### src/rtl/traffic_conflict_monitor.sv
// rtl/traffic_conflict_monitor.sv - lamp-code safety checker with latched fault and flashing-red override
module traffic_conflict_monitor #(
    parameter int STARTUP_CYC = 4,
    parameter int YEL_MIN     = 1,
    parameter int FLASH_HALF  = 4
) (
    input  logic       clk,
    input  logic       rst,
    input  logic [2:0] north_in,
    input  logic [2:0] east_in,
    input  logic [2:0] south_in,
    input  logic [2:0] west_in,
    input  logic       clear,
    output logic [2:0] north_out,
    output logic [2:0] east_out,
    output logic [2:0] south_out,
    output logic [2:0] west_out,
    output logic       fault,
    output logic [2:0] fault_code,
    output logic [1:0] fault_dir
);
    localparam logic [2:0] RED  = 3'b001;
    localparam logic [2:0] GRN  = 3'b010;
    localparam logic [2:0] YEL  = 3'b100;
    localparam logic [2:0] DARK = 3'b000;
    localparam int SW = (STARTUP_CYC > 1) ? $clog2(STARTUP_CYC) : 1;
    localparam int YW = $clog2(YEL_MIN + 1);
    localparam int FW = $clog2(2 * FLASH_HALF);

    typedef enum logic [1:0] {
        ST_STARTUP,
        ST_MONITOR,
        ST_FAULT
    } state_t;

    state_t              state_q, state_d;
    logic [SW-1:0]       scnt_q, scnt_d;
    logic [FW-1:0]       fcnt_q, fcnt_d;
    logic [3:0][2:0]     s1_q, s1_d;
    logic [3:0][2:0]     prev_q, prev_d;
    logic [3:0][2:0]     out_q, out_d;
    logic [3:0][YW-1:0]  ycnt_q, ycnt_d;
    logic                fault_q, fault_d;
    logic [2:0]          code_q, code_d;
    logic [1:0]          dir_q, dir_d;

    logic [3:0]          bad, nonred, skip_y, y2g, short_y;
    logic [2:0]          det_code;
    logic [1:0]          det_dir;

    function automatic logic [1:0] first_set(input logic [3:0] v);
        logic [1:0] idx;
        idx = 2'd0;
        for (int i = 3; i >= 0; i--) begin
            if (v[i]) idx = 2'(i);
        end
        return idx;
    endfunction

    // Index 0 is north, matching the fault_dir encoding.
    always_comb begin
        s1_d   = {west_in, south_in, east_in, north_in};
        prev_d = s1_q;
        for (int i = 0; i < 4; i++) begin
            if (s1_q[i] == YEL)
                ycnt_d[i] = (ycnt_q[i] == YW'(YEL_MIN)) ? ycnt_q[i] : ycnt_q[i] + YW'(1);
            else
                ycnt_d[i] = '0;
        end
    end

    always_comb begin
        for (int i = 0; i < 4; i++) begin
            bad[i]     = !(s1_q[i] == RED || s1_q[i] == GRN || s1_q[i] == YEL);
            nonred[i]  = (s1_q[i] != RED);
            skip_y[i]  = (prev_q[i] == GRN) && (s1_q[i] == RED);
            y2g[i]     = (prev_q[i] == YEL) && (s1_q[i] == GRN);
            short_y[i] = (prev_q[i] == YEL) && (s1_q[i] == RED) && (ycnt_q[i] < YW'(YEL_MIN));
        end
        det_code = 3'd0;
        det_dir  = 2'd0;
        // Evaluated from highest to lowest code so the lowest code overrides.
        if (|short_y) begin
            det_code = 3'd5;
            det_dir  = first_set(short_y);
        end
        if (|y2g) begin
            det_code = 3'd4;
            det_dir  = first_set(y2g);
        end
        if (|skip_y) begin
            det_code = 3'd3;
            det_dir  = first_set(skip_y);
        end
        if ($countones(nonred) > 1) begin
            det_code = 3'd2;
            det_dir  = first_set(nonred);
        end
        if (|bad) begin
            det_code = 3'd1;
            det_dir  = first_set(bad);
        end
    end

    always_comb begin
        state_d = state_q;
        scnt_d  = scnt_q;
        fcnt_d  = fcnt_q;
        out_d   = {4{RED}};
        fault_d = fault_q;
        code_d  = code_q;
        dir_d   = dir_q;
        case (state_q)
            ST_STARTUP: begin
                if (scnt_q == SW'(STARTUP_CYC - 1)) begin
                    state_d = ST_MONITOR;
                    scnt_d  = '0;
                end else begin
                    scnt_d = scnt_q + SW'(1);
                end
            end
            ST_MONITOR: begin
                if (det_code != 3'd0) begin
                    state_d = ST_FAULT;
                    fault_d = 1'b1;
                    code_d  = det_code;
                    dir_d   = det_dir;
                    fcnt_d  = '0;
                end else begin
                    out_d = s1_q;
                end
            end
            ST_FAULT: begin
                if (clear) begin
                    state_d = ST_STARTUP;
                    scnt_d  = '0;
                    fcnt_d  = '0;
                    fault_d = 1'b0;
                    code_d  = 3'd0;
                    dir_d   = 2'd0;
                end else begin
                    fcnt_d = (fcnt_q == FW'(2 * FLASH_HALF - 1)) ? '0 : fcnt_q + FW'(1);
                    out_d  = (fcnt_d < FW'(FLASH_HALF)) ? {4{RED}} : {4{DARK}};
                end
            end
            default: state_d = ST_STARTUP;
        endcase
    end

    always_ff @(posedge clk or posedge rst) begin
        if (rst) begin
            state_q <= ST_STARTUP;
            scnt_q  <= '0;
            fcnt_q  <= '0;
            s1_q    <= {4{RED}};
            prev_q  <= {4{RED}};
            out_q   <= {4{RED}};
            ycnt_q  <= '0;
            fault_q <= 1'b0;
            code_q  <= 3'd0;
            dir_q   <= 2'd0;
        end else begin
            state_q <= state_d;
            scnt_q  <= scnt_d;
            fcnt_q  <= fcnt_d;
            s1_q    <= s1_d;
            prev_q  <= prev_d;
            out_q   <= out_d;
            ycnt_q  <= ycnt_d;
            fault_q <= fault_d;
            code_q  <= code_d;
            dir_q   <= dir_d;
        end
    end

    assign north_out  = out_q[0];
    assign east_out   = out_q[1];
    assign south_out  = out_q[2];
    assign west_out   = out_q[3];
    assign fault      = fault_q;
    assign fault_code = code_q;
    assign fault_dir  = dir_q;

endmodule

### config.mk
export PLATFORM = sky130hd
export DESIGN_NAME = traffic_conflict_monitor
export DESIGN_NICKNAME = d
export VERILOG_FILES = /design/src/rtl/traffic_conflict_monitor.sv
export SDC_FILE = /design/constraint.sdc
export NUM_CORES = 1
export LEC_CHECK = 0
export ABC_AREA = 1
export CAP_MARGIN = 30
export CORE_MARGIN = 2
export CORE_UTILIZATION = 50
export DETAILED_ROUTE_END_ITERATION = 7
export PLACE_DENSITY_LB_ADDON = 0.12
export SLEW_MARGIN = 20
export SYNTH_ARGS = -nofsm -noshare
export SYNTH_HDL_FRONTEND = slang
export SYNTH_SLANG_ARGS = --single-unit
### constraint.sdc
create_clock -name clk -period 2.6 [get_ports clk]
set_clock_uncertainty 0.05 [all_clocks]
set_input_delay 0.26 -clock clk [delete_from_list [all_inputs] [get_ports clk]]
set_output_delay 0.26 -clock clk [all_outputs]
set_load 0.01 [all_outputs]
# == Yosys cells after proc, flatten, opt, wreduce, memory -nomap -nowiden ==
# Index checks and enable logic that the tools add are counted.
# word_totals
regBits,53
elab_cells,168
# op_classes
add_sub_neg,9
order_cmp,6
eq_ne,31
mux,60
n_reduce_logical,40
# op_table
op,n
2-bit 2-to-1 mux,30
3-bit 2-to-1 mux,10
3-bit == test (second input constant),9
3-bit by 2-bit == test with 1-bit output (second input constant),8
12-bit one-hot mux with 2 select lines,1
10-bit 2-to-1 mux,2
1-bit logical AND,16
4-bit OR reduction,4
3-bit by 1-bit == test with 1-bit output (second input constant),4
12-bit 2-to-1 mux,1
3-bit by 1-bit inequality test with 1-bit output (second input constant),4
3-bit one-hot mux with 2 select lines,2
1-bit 2-to-1 mux,10
1-bit logical OR,8
2-bit one-hot mux with 2 select lines,2
2-bit inequality test (second input constant),3
2-bit one-hot mux with 3 select lines,1
3-bit AND reduction,2
1-bit adder (second input constant),4
1-bit by 1-bit adder with 2-bit output,2
2-bit == test (second input constant),2
1-bit logical NOT,4
1-bit < comparator (second input constant),4
2-bit AND reduction,2
10 further kinds,11

# == Longest topological paths before layout ==
# depth
depth_word,14
depth_mapped,15

# == Least setup slack after synthesis ==
# No wires, ideal clock.
# synth_timing
kind,register to register
from,"reg s1_q, in the netlist prev_d[0]"
to,reg state_q[0]
setup_time_ns,0.117
t_arrival_ns,2.182
t_required_ns,2.433
slack_ns,0.251
stages_incl_launch_ff,12
n_path_buf,1
cell_sequence,dfstp_2 -> inv_2 -> nor2_2 -> nand2_2 -> fa_1 -> a21oi_4 -> nand3_2 -> nor2_2 -> nand4_2 -> buf_6 -> nand4_1 -> nand2_1
# synth_via
elab_chain_len,12
word_cells_on_any_way,26
cone_classes,add/sub: 2; order compare: 1; eq/ne: 5; mux: 5; reduce/logical: 13
# synth_lines
item,line_no,source
"start, declared",39,"logic [3:0][2:0] s1_q, s1_d;"
"start signal, assigned",155,s1_q <= {4{RED}};
"parallel branches: the longest is 8 deep, another holds 2-bit by 2-bit adder with 3-bit output",-,
3-bit 2-to-1 mux *,99,if (|bad) begin
3-bit nonzero test *,123,if (det_code != 3'd0) begin
2-bit inequality test (no line) *,-,
3-bit AND reduction (no line) *,-,
"end signal, assigned",163,state_q <= state_d;
"end, declared",36,"state_t state_q, state_d;"
# Mark *: on every way between the ends.
# A chain may end at the register's enable or synchronous reset.

# == Worst setup path after layout ==
# layout_timing
from,"reg s1_q, in the netlist prev_d[9]"
to,reg state_q[0]
# Same word-level chain as after synthesis.

==> results.cfg <==
[timing]
finalMaxSlewViolations = 0
finalHoldViolations = 0
fin_ws_ns = 0.113
period_minus_slack_ns = 2.49
worst_pin_slew_ns = 0.546
fin_crit_sh_pct = 95.6
clock.fmax_mhz = 402
setup_viol = 0
max_slew_margin_pct = 63.5

[clock_tree]
cts_max_level = 2
ctsHoldBuffers = 0
cts_setup_buffers = 0
ctsRootBufferMaster = clkbuf_8
clkLatencyLatePin_ns = 0.30
cts_buffers = 5
cts_buffer_depth = 2
cts_tree = done
cts.sinks = 53
clk_pin_slew_ns = 0.09
ctsResizeCount = 0

[setup_path]
crit_required_ns = 2.79
setup.worst_path.end_class = flip-flop
critPathMostFrequentCell = nand2_1
cp_cell_sequence = inv_1 -> nor2_2 -> nand2_2 -> fa_1 -> a21oi_4 -> nand3_4 -> nor2_4 -> nand4_4 -> buf_4 -> nand3_2 -> nand2_1 -> nand2_1
cp-start-kind = flip-flop
crit_path_max_fanout = 6
crit_slowest_cell = dfstp_2
arrival_ns = 2.68
cp_slowest_stage_delay_ns = 0.58
worstSetupPathType = flip-flop to flip-flop
worst_r2r_path_depth = 12

[yosys]
synth_common_cells = nand2_1, dfrtp_1, inv_1, nor2_1
yosysTopAreaCellShare_pct = 41.1
yosys-top-cells-area = dfrtp_1, dfstp_2, nand2_1, inv_1, nor3_2
synth_nets = 292
ys_types = 27
synth_top_area_cell = dfrtp_1
syn_inst = 270
syn_area_sq_um = 2500
yosysMostFrequentCell = nand2_1
yosys_most_used_dff = dfrtp_1
async_reset_ff_share_pct = 100
seq_area_frac_synth_pct = 53.7
synth-seq-cells = 53
synth_edf_count = 0
yosys_warnings = 0
syn_area_per_cell_sq_um = 9.24

[route]
vias = 1848
drc = 0
viasPerCell = 4.85
wl_per_cell_um = 12.2
antenna_left = 0
drtIter0Drc = 72
drt_pre_antenna_iters = 4
wl_um = 4650

[final_layout]
drive_gt1_share_pct = 21.7
area_growth_pct = 22.2
nNetsFinal = 336
num_antenna_cells = 0
final_cell_count_no_fill = 381
nFillCells = 431

[die]
die_h_um = 74.7
start_util_pct = 52.5
dieWidth_um = 74.7
row_count = 25
die-area_sq_um = 5570
ios = 33
fp.coreArea_sq_um = 4750

[global_routing]
grt_pass1_wl_um = 7910
grt_start_max_net_pins = 29
grt_usage_pct = 19.1
grt_overflow = 0
met3_usage_pct = 4.02
grt.met1_usage_pct = 25.4
grt-busiest-layer = met2
antenna_found_initial = 0
grt_pass1_vias = 1774
use_met2_pct = 31.4

[outcome]
status = finished clean

[power_and_ir_drop]
p_per_area_nw_per_um2 = 698
netSwitchingPower_uw = 719
pwr-share-comb_pct = 32.3
intPower_uw = 1410
finalPower_uw = 2130
leakagePower_uw = 0.00143
p_seq_share_pct = 47.9
ir_drop_mv = 0.389
switching_share_pct = 33.8
clkPwrFrac_pct = 19.8

[placement]
pre_cts_ws_ns = 0.0802
port_buffers = 32
dp_cells = 374
routabilityCongestion = 0.943
post-dp-hpwl_um = 3630

[flow_run]
maxCapViolCount = 0

[min_path]
hold_path_class = primary input to asynchronous set/reset pin
==> path summary, 6_finish.rpt <==
path | startpoint | to | slack, ns
max reg2reg | prev_d[9] | state_q[0] | 0.11
min | rst | north_out[2] | 0.27
max in group asynchronous | rst | prev_q[6] | 1.62
min reg2reg | prev_d[0] | prev_q[0] | 0.33
max | prev_d[9] | state_q[0] | 0.11
min in group clk | south_in[0] | prev_d[6] | 0.31
==> power by group through the flow <==
stage,clock network [uW],logic [uW],registers [uW]
6_report,422,688,1020
3_3_place_gp,0,672,1030
2_1_floorplan,0,420,1050
3_5_place_dp,0,685,1040
4_1_cts,440,688,1020
5_1_grt,470,789,1030
==> registers in the layout, summed over array words and instances, names as in the netlist <==
register,flops
scnt_q,2
fcnt_q,3
prev_q,12
fault_code,3
fault,1
east_out,3
north_out,3
fault_dir,2
south_out,3
state_q,2
west_out,3
ycnt_q,4
prev_d,12
==> metrics by stage <==
step	cell area, sq um	setup TNS, ns	hold slack [ns]	util [%]
after global placement	2950	0	0.319	62.0
after detailed placement	2950	0	0.326	62.0
final	3050	0	0.272	64.2
after floorplan	2500	0	0.214	-
after CTS	3020	0	0.282	63.6
after global routing	3050	-0.0117	0.310	64.2
==> final cells by class <==
cell class	instances	area [sq um]	share of cell area, %
clock buffers	6	72.6	2.38
clock inverters	1	5.00	0.164
inverters	42	158	5.17
multi-input cells	174	1010	33.2
flip-flops and latches	53	1340	44.0
well taps	67	83.8	2.75
repair buffers	38	378	12.4
==> layout by cell type, fill, tap and decap left out, types with 2 or more instances in the layout <==
| cell | Yosys | routed |
|---|---|---|
| nor3_2 | 11 | 11 |
| nand2_1 | 64 | 64 |
| nor2_4 | 1 | 2 |
| nor3_1 | 3 | 3 |
| buf_4 | 0 | 5 |
| o21ai_0 | 13 | 13 |
| nand2_2 | 7 | 7 |
| nand4_1 | 5 | 5 |
| clkdlybuf4s50_1 | 0 | 32 |
| dfstp_2 | 12 | 12 |
| ha_1 | 6 | 6 |
| dfrtp_1 | 41 | 41 |
| nand3_4 | 1 | 2 |
| inv_2 | 6 | 7 |
| inv_1 | 34 | 33 |
| clkbuf_8 | 0 | 5 |
| clkinv_1 | 2 | 2 |
| nor2_2 | 5 | 4 |
| nand3_1 | 13 | 12 |
| nand3_2 | 7 | 7 |
| nor2_1 | 25 | 25 |
| a21oi_1 | 6 | 6 |
==> per-layer routing <==
layer	up-vias	share of wire (%)
li1	935	-
met1	868	47
met2	38	48
met3	7	3.6
met4	0	1.5
met5	-	0
==> critical path: cells and delay by family (launching register included) <==
family                   cells  cell delay, ns
AO/OA/AOI/OAI                1            0.23
AND/OR/NAND/NOR              8            0.82
flip-flops                   1            0.58
adder cells (fa/ha/maj)      1            0.48
buffers and inverters        2            0.27
==> kinds of logic after synthesis <==
| group | Yosys count | synth area share [%] |
|---|---|---|
| AOI/OAI and AO/OA | 21 | 4.76 |
| adders and majority gates | 7 | 3.81 |
| buffers and inverters | 43 | 6.77 |
| DFF | 53 | 53.7 |
| and+or+nand+nor | 146 | 30.9 |
No activity file was read; power rests on OpenSTA's default activity.
==> variant 1 (same settings) <==
Set the parameter `FLASH_HALF` to 2 (it was 4).
--- a/src/rtl/traffic_conflict_monitor.sv
+++ b/src/rtl/traffic_conflict_monitor.sv
@@ -2,7 +2,7 @@
 module traffic_conflict_monitor #(
     parameter int STARTUP_CYC = 4,
     parameter int YEL_MIN     = 1,
-    parameter int FLASH_HALF  = 4
+    parameter int FLASH_HALF  = 2
 ) (
     input  logic       clk,
     input  logic       rst,
Behaviour: not the same (Yosys sat finds a counterexample within 10 cycles, from zero or initial values and one cycle with rst high).
==> variant 1 against the original RTL <==
- via count is 3.0% lower
- global-route usage is 0.55 points lower
- final area shrank 3.3%
- critical endpoint is now fcnt_q[1]
- area after synthesis decreased by 3.3%
- setup slack improved by 0.071 ns
- routed wire length is 4.9% lower
- sequential cell count fell by 1
- total power decreased by 1.6%
==> variant 1: results (changes against the original RTL) <==
* Antenna violations before repair at 0 (unchanged)
* GRT Resource Usage Total at 18.5% (-0.55 points)
* Number of global-route vias before repair at 1688 (-4.8%)
* Syn nets at 291 (-0.34%)
* Register area share after synthesis at 54.5% (+0.80 points)
* First-pass GRT wire length at 7530 µm (-4.7%)
* Detailed Place HPWL at 3330 µm (-8.3%)
* Largest net degree at the start of global routing at 53 (+83%)
* Final wirelength at 4420 µm (-4.9%)
* N_diodes at 0 (unchanged)
* Switch share at 32.2% (-1.5 points)
* GP Congestion at 0.885 (-6.1%)
* Worst-path fanout max at 5 (-1)
* Static leakage at 1.42 nW (-0.34%)
* Cts bufs inserted at 5 (unchanged)
* 1st-iter DRT viols at 126 (+75%)
* Dpl ws at 0.0284 ns (-0.0518 ns)
* Yosys cell types at 28 (+3.7%)
* Top post-synthesis cells by area: dfrtp_1, dfstp_2, nand2_1, inv_1, nor2_1
* CTS max path bufs at 2 (unchanged)
* Nets at 334 (-0.60%)
* Top post-synthesis cells by count: nand2_1, dfrtp_1, inv_1
* Rel. slew slack at 78.3% (+15 points)
* Vias per Instance at 4.87 (+0.45%)
* Peak per-stage delay on the critical path at 0.56 ns (-0.02 ns)
* Crit path DAT at 2.59 ns (-0.09 ns)
* Port Buffers at 32 (unchanged)
* Run status: completed
## variant 1: tightest hold or removal path, stage by stage
cell	delay (ns)
clkdlybuf4s50_1	0.41
inv_2	0.07
buf_12	0.25
## variant 1: final timing paths
path / start / end / slack [ns] / depth (start not counted)
max in group asynchronous: rst / prev_q[0] / 1.95 / 3
min reg2reg: prev_d[10] / prev_q[10] / 0.33 / 0
min: rst / west_out[2] / 0.26 / 3
max: prev_d[3] / fcnt_q[1] / 0.18 / 12
min in group clk: south_in[0] / prev_d[6] / 0.30 / 1
max reg2reg: prev_d[3] / fcnt_q[1] / 0.18 / 12
## variant 1: stage by stage
stage               area [µm²]  power, mW  hold slack, ns  std cells
finish                    2950       2.10           0.262        368
global route              2950       2.24           0.288        368
detailed placement        2840       1.63           0.310        360
CTS                       2940       2.11           0.274        368
global placement          2840       1.62           0.311        360
floorplan                 2410       1.40           0.214        270
## variant 1: cell type report
cell class / count / area, µm²
repair buffers: 37 / 370
well taps: 54 / 67.6
multi-input cells: 175 / 941
fillers: 392 / 1740
flip-flops and latches: 52 / 1320
clock inverters: 2 / 15.0
inverters: 42 / 158
clock buffers: 6 / 82.6
## variant 1: cells by family (layout without fill, tap and decap cells)
logic type               count (synthesis)  count (layout)  share of synthesized area (%)
AO/OA/AOI/OAI                           21              21                           4.98
buffers and inverters                   43              87                           7.00
AND/OR/NAND/NOR                        148             148                           30.1
flip-flops                              52              52                           54.5
adder cells (fa/ha/maj)                  6               6                           3.42
## variant 1: power by group through the flow
stage,clock network (mW),logic (mW),registers (mW)
global placement,0,0.600,1.02
finish,0.474,0.614,1.01
CTS,0.491,0.613,1.01
detailed placement,0,0.611,1.02
floorplan,0,0.365,1.04
global route,0.521,0.700,1.02
## variant 1: per-layer routing
metal  global-route usage, %  up-vias  part of all wire (%)
met5                       0        -                     0
met4                    5.45        0                   1.2
met3                    4.53        5                   3.3
met2                    28.2       21                    46
met1                    26.5      845                    49
li1                        -      922                     -
## variant 1: timing repair
action | 4_1_cts | 5_1_grt
setup endpoints to repair | 0 | 14
setup buffers | 0 | 0
gates resized for setup | 0 | 4
hold endpoints to repair | 0 | 0
==> variant 2 (same settings) <==
Made on the original files. Encoding of `state_t`: now one-hot (3 bits for 3 states).
--- a/src/rtl/traffic_conflict_monitor.sv
+++ b/src/rtl/traffic_conflict_monitor.sv
@@ -27,10 +27,10 @@
     localparam int YW = $clog2(YEL_MIN + 1);
     localparam int FW = $clog2(2 * FLASH_HALF);
 
-    typedef enum logic [1:0] {
-        ST_STARTUP,
-        ST_MONITOR,
-        ST_FAULT
+    typedef enum logic [2:0] {
+        ST_STARTUP = 3'b001,
+        ST_MONITOR = 3'b010,
+        ST_FAULT   = 3'b100
     } state_t;
 
     state_t              state_q, state_d;
Check against the original RTL: no difference found for any inputs over 10 cycles, from zero or initial values and one cycle with rst high; not proved beyond that.
==> variant 2 against the original RTL <==
- total power fell by 14%
- setup slack improved by 0.030 ns
- clock power rose by 11%
- sequential cell count is 1 higher
- final cell count shrank 3.9%
- area after synthesis decreased by 5.7%
- final area shrank 2.6%
- maximum frequency up 1.2%
- via count fell by 3.4%
- routed wire length decreased by 3.1%
- critical endpoint is now state_q[0]
- largest power group unchanged
==> variant 2: results (changes against the original RTL) <==
* Top post-synthesis cells by count: nand2_1, dfrtp_1, inv_1
* Rel. slew slack at 52.5% (-11 points)
* DP Cell Count at 351 (-6.1%)
* Drt first pass iters at 4 (unchanged)
* Top post-synthesis cells by area: dfrtp_1, dfstp_2, nand2_1, inv_1, nor2_1
* Vias per Instance at 4.88 (+0.55%)
* GP Congestion at 0.896 (-5.0%)
* 1st-iter DRT viols at 121 (+68%)
* Asr flop ratio synth at 100% (unchanged)
* Peak per-stage delay on the critical path at 0.55 ns (-0.03 ns)
* Share of cells above drive strength 1 at 18.2% (-3.5 points)
* GRT Resource Usage Total at 18.4% (-0.69 points)
* Register area share after synthesis at 58.1% (+4.4 points)
* Final wirelength at 4500 µm (-3.1%)
* Clk slew on worst S/H paths at 0.09 ns (about the same)
* Static leakage at 1.46 nW (+2.0%)
* P_int at 1.33 mW (-5.8%)
* N_diodes at 0 (unchanged)
* Family with the most delay on the worst path: simple AND/OR/NAND/NOR gates
* Nets at 332 (-1.2%)
* Placed cell areas at 2770 µm² (-6.0%)
* Final Non-Filler Cells at 366 (-3.9%)
* Mean post-synth cell area at 8.91 µm² (-3.6%)
* Final Max Tran Viols at 0 (unchanged)
* Crit path DAT at 2.65 ns (-0.03 ns)
* Clk pwr share at 25.5% (+5.7 points)
* First-pass GRT wire length at 7440 µm (-5.9%)
* Number of global-route vias before repair at 1639 (-7.6%)
* Synthesis Warnings at 0 (unchanged)
* Yosys cell types at 26 (-3.7%)
* Detailed Place HPWL at 3280 µm (-9.8%)
* Worst-path fanout max at 5 (-1)
* Root buffer cell: clkbuf_8
* Syn nets at 283 (-3.1%)
* Dpl ws at 0.133 ns (+0.0531 ns)
* VDD IR-drop max at 0.475 mV (+22%)
* Tot Pwr at 1.84 mW (-14%)
* Run status: completed
[variant 2: cell count changes after synthesis, sizes merged, moves of 2 or more]
cell    unedited run  this run
nor2              31        42
nor3              15         9
nand2             71        69
a21oi              7         4
clkinv             2         0
nand3b             0         2
o21ai             13        10
ha                 6         3
nand3             21        19
[variant 2: final timing paths]
kind / start / endpoint / slack, ns / cells after the start
max: prev_d[9] / state_q[0] / 0.14 / 11
min: rst / north_out[2] / 0.27 / 2
max reg2reg: prev_d[9] / state_q[0] / 0.14 / 11
min reg2reg: prev_d[0] / prev_q[0] / 0.32 / 0
max in group asynchronous: rst / south_out[0] / 1.62 / 3
min in group clk: east_in[0] / prev_d[3] / 0.31 / 1
[variant 2: repair_timing]
| action | CTS | global route |
|---|---|---|
| resized for setup | 0 | 18 |
| endpoints found under the setup margin | 0 | 24 |
| setup buffers | 0 | 6 |
[variant 2: metal layers]
metal | track usage, % | up-vias | part of all wire (%)
li1 | - | 924 | -
met1 | 26.4 | 819 | 47
met2 | 28.6 | 40 | 49
met3 | 4.56 | 2 | 4.0
met4 | 4.32 | 0 | 0.36
met5 | 0 | - | 0
[variant 2: cell families after synthesis]
kind of cell	Yosys count	synth area share, %
buf+inv	41	6.86
simple gates	148	28.2
flops	54	58.1
fa+ha+maj	4	2.45
compound gates	17	4.36
[variant 2: layout make-up]
cell class / count / area (µm²)
Multi-Input combinational cell: 169 / 870
Tap cell: 52 / 65.1
Timing Repair Buffer: 43 / 423
Fill cell: 364 / 1470
Inverter: 40 / 150
Clock inverter: 2 / 12.5
Clock buffer: 6 / 82.6
Sequential cell: 54 / 1370
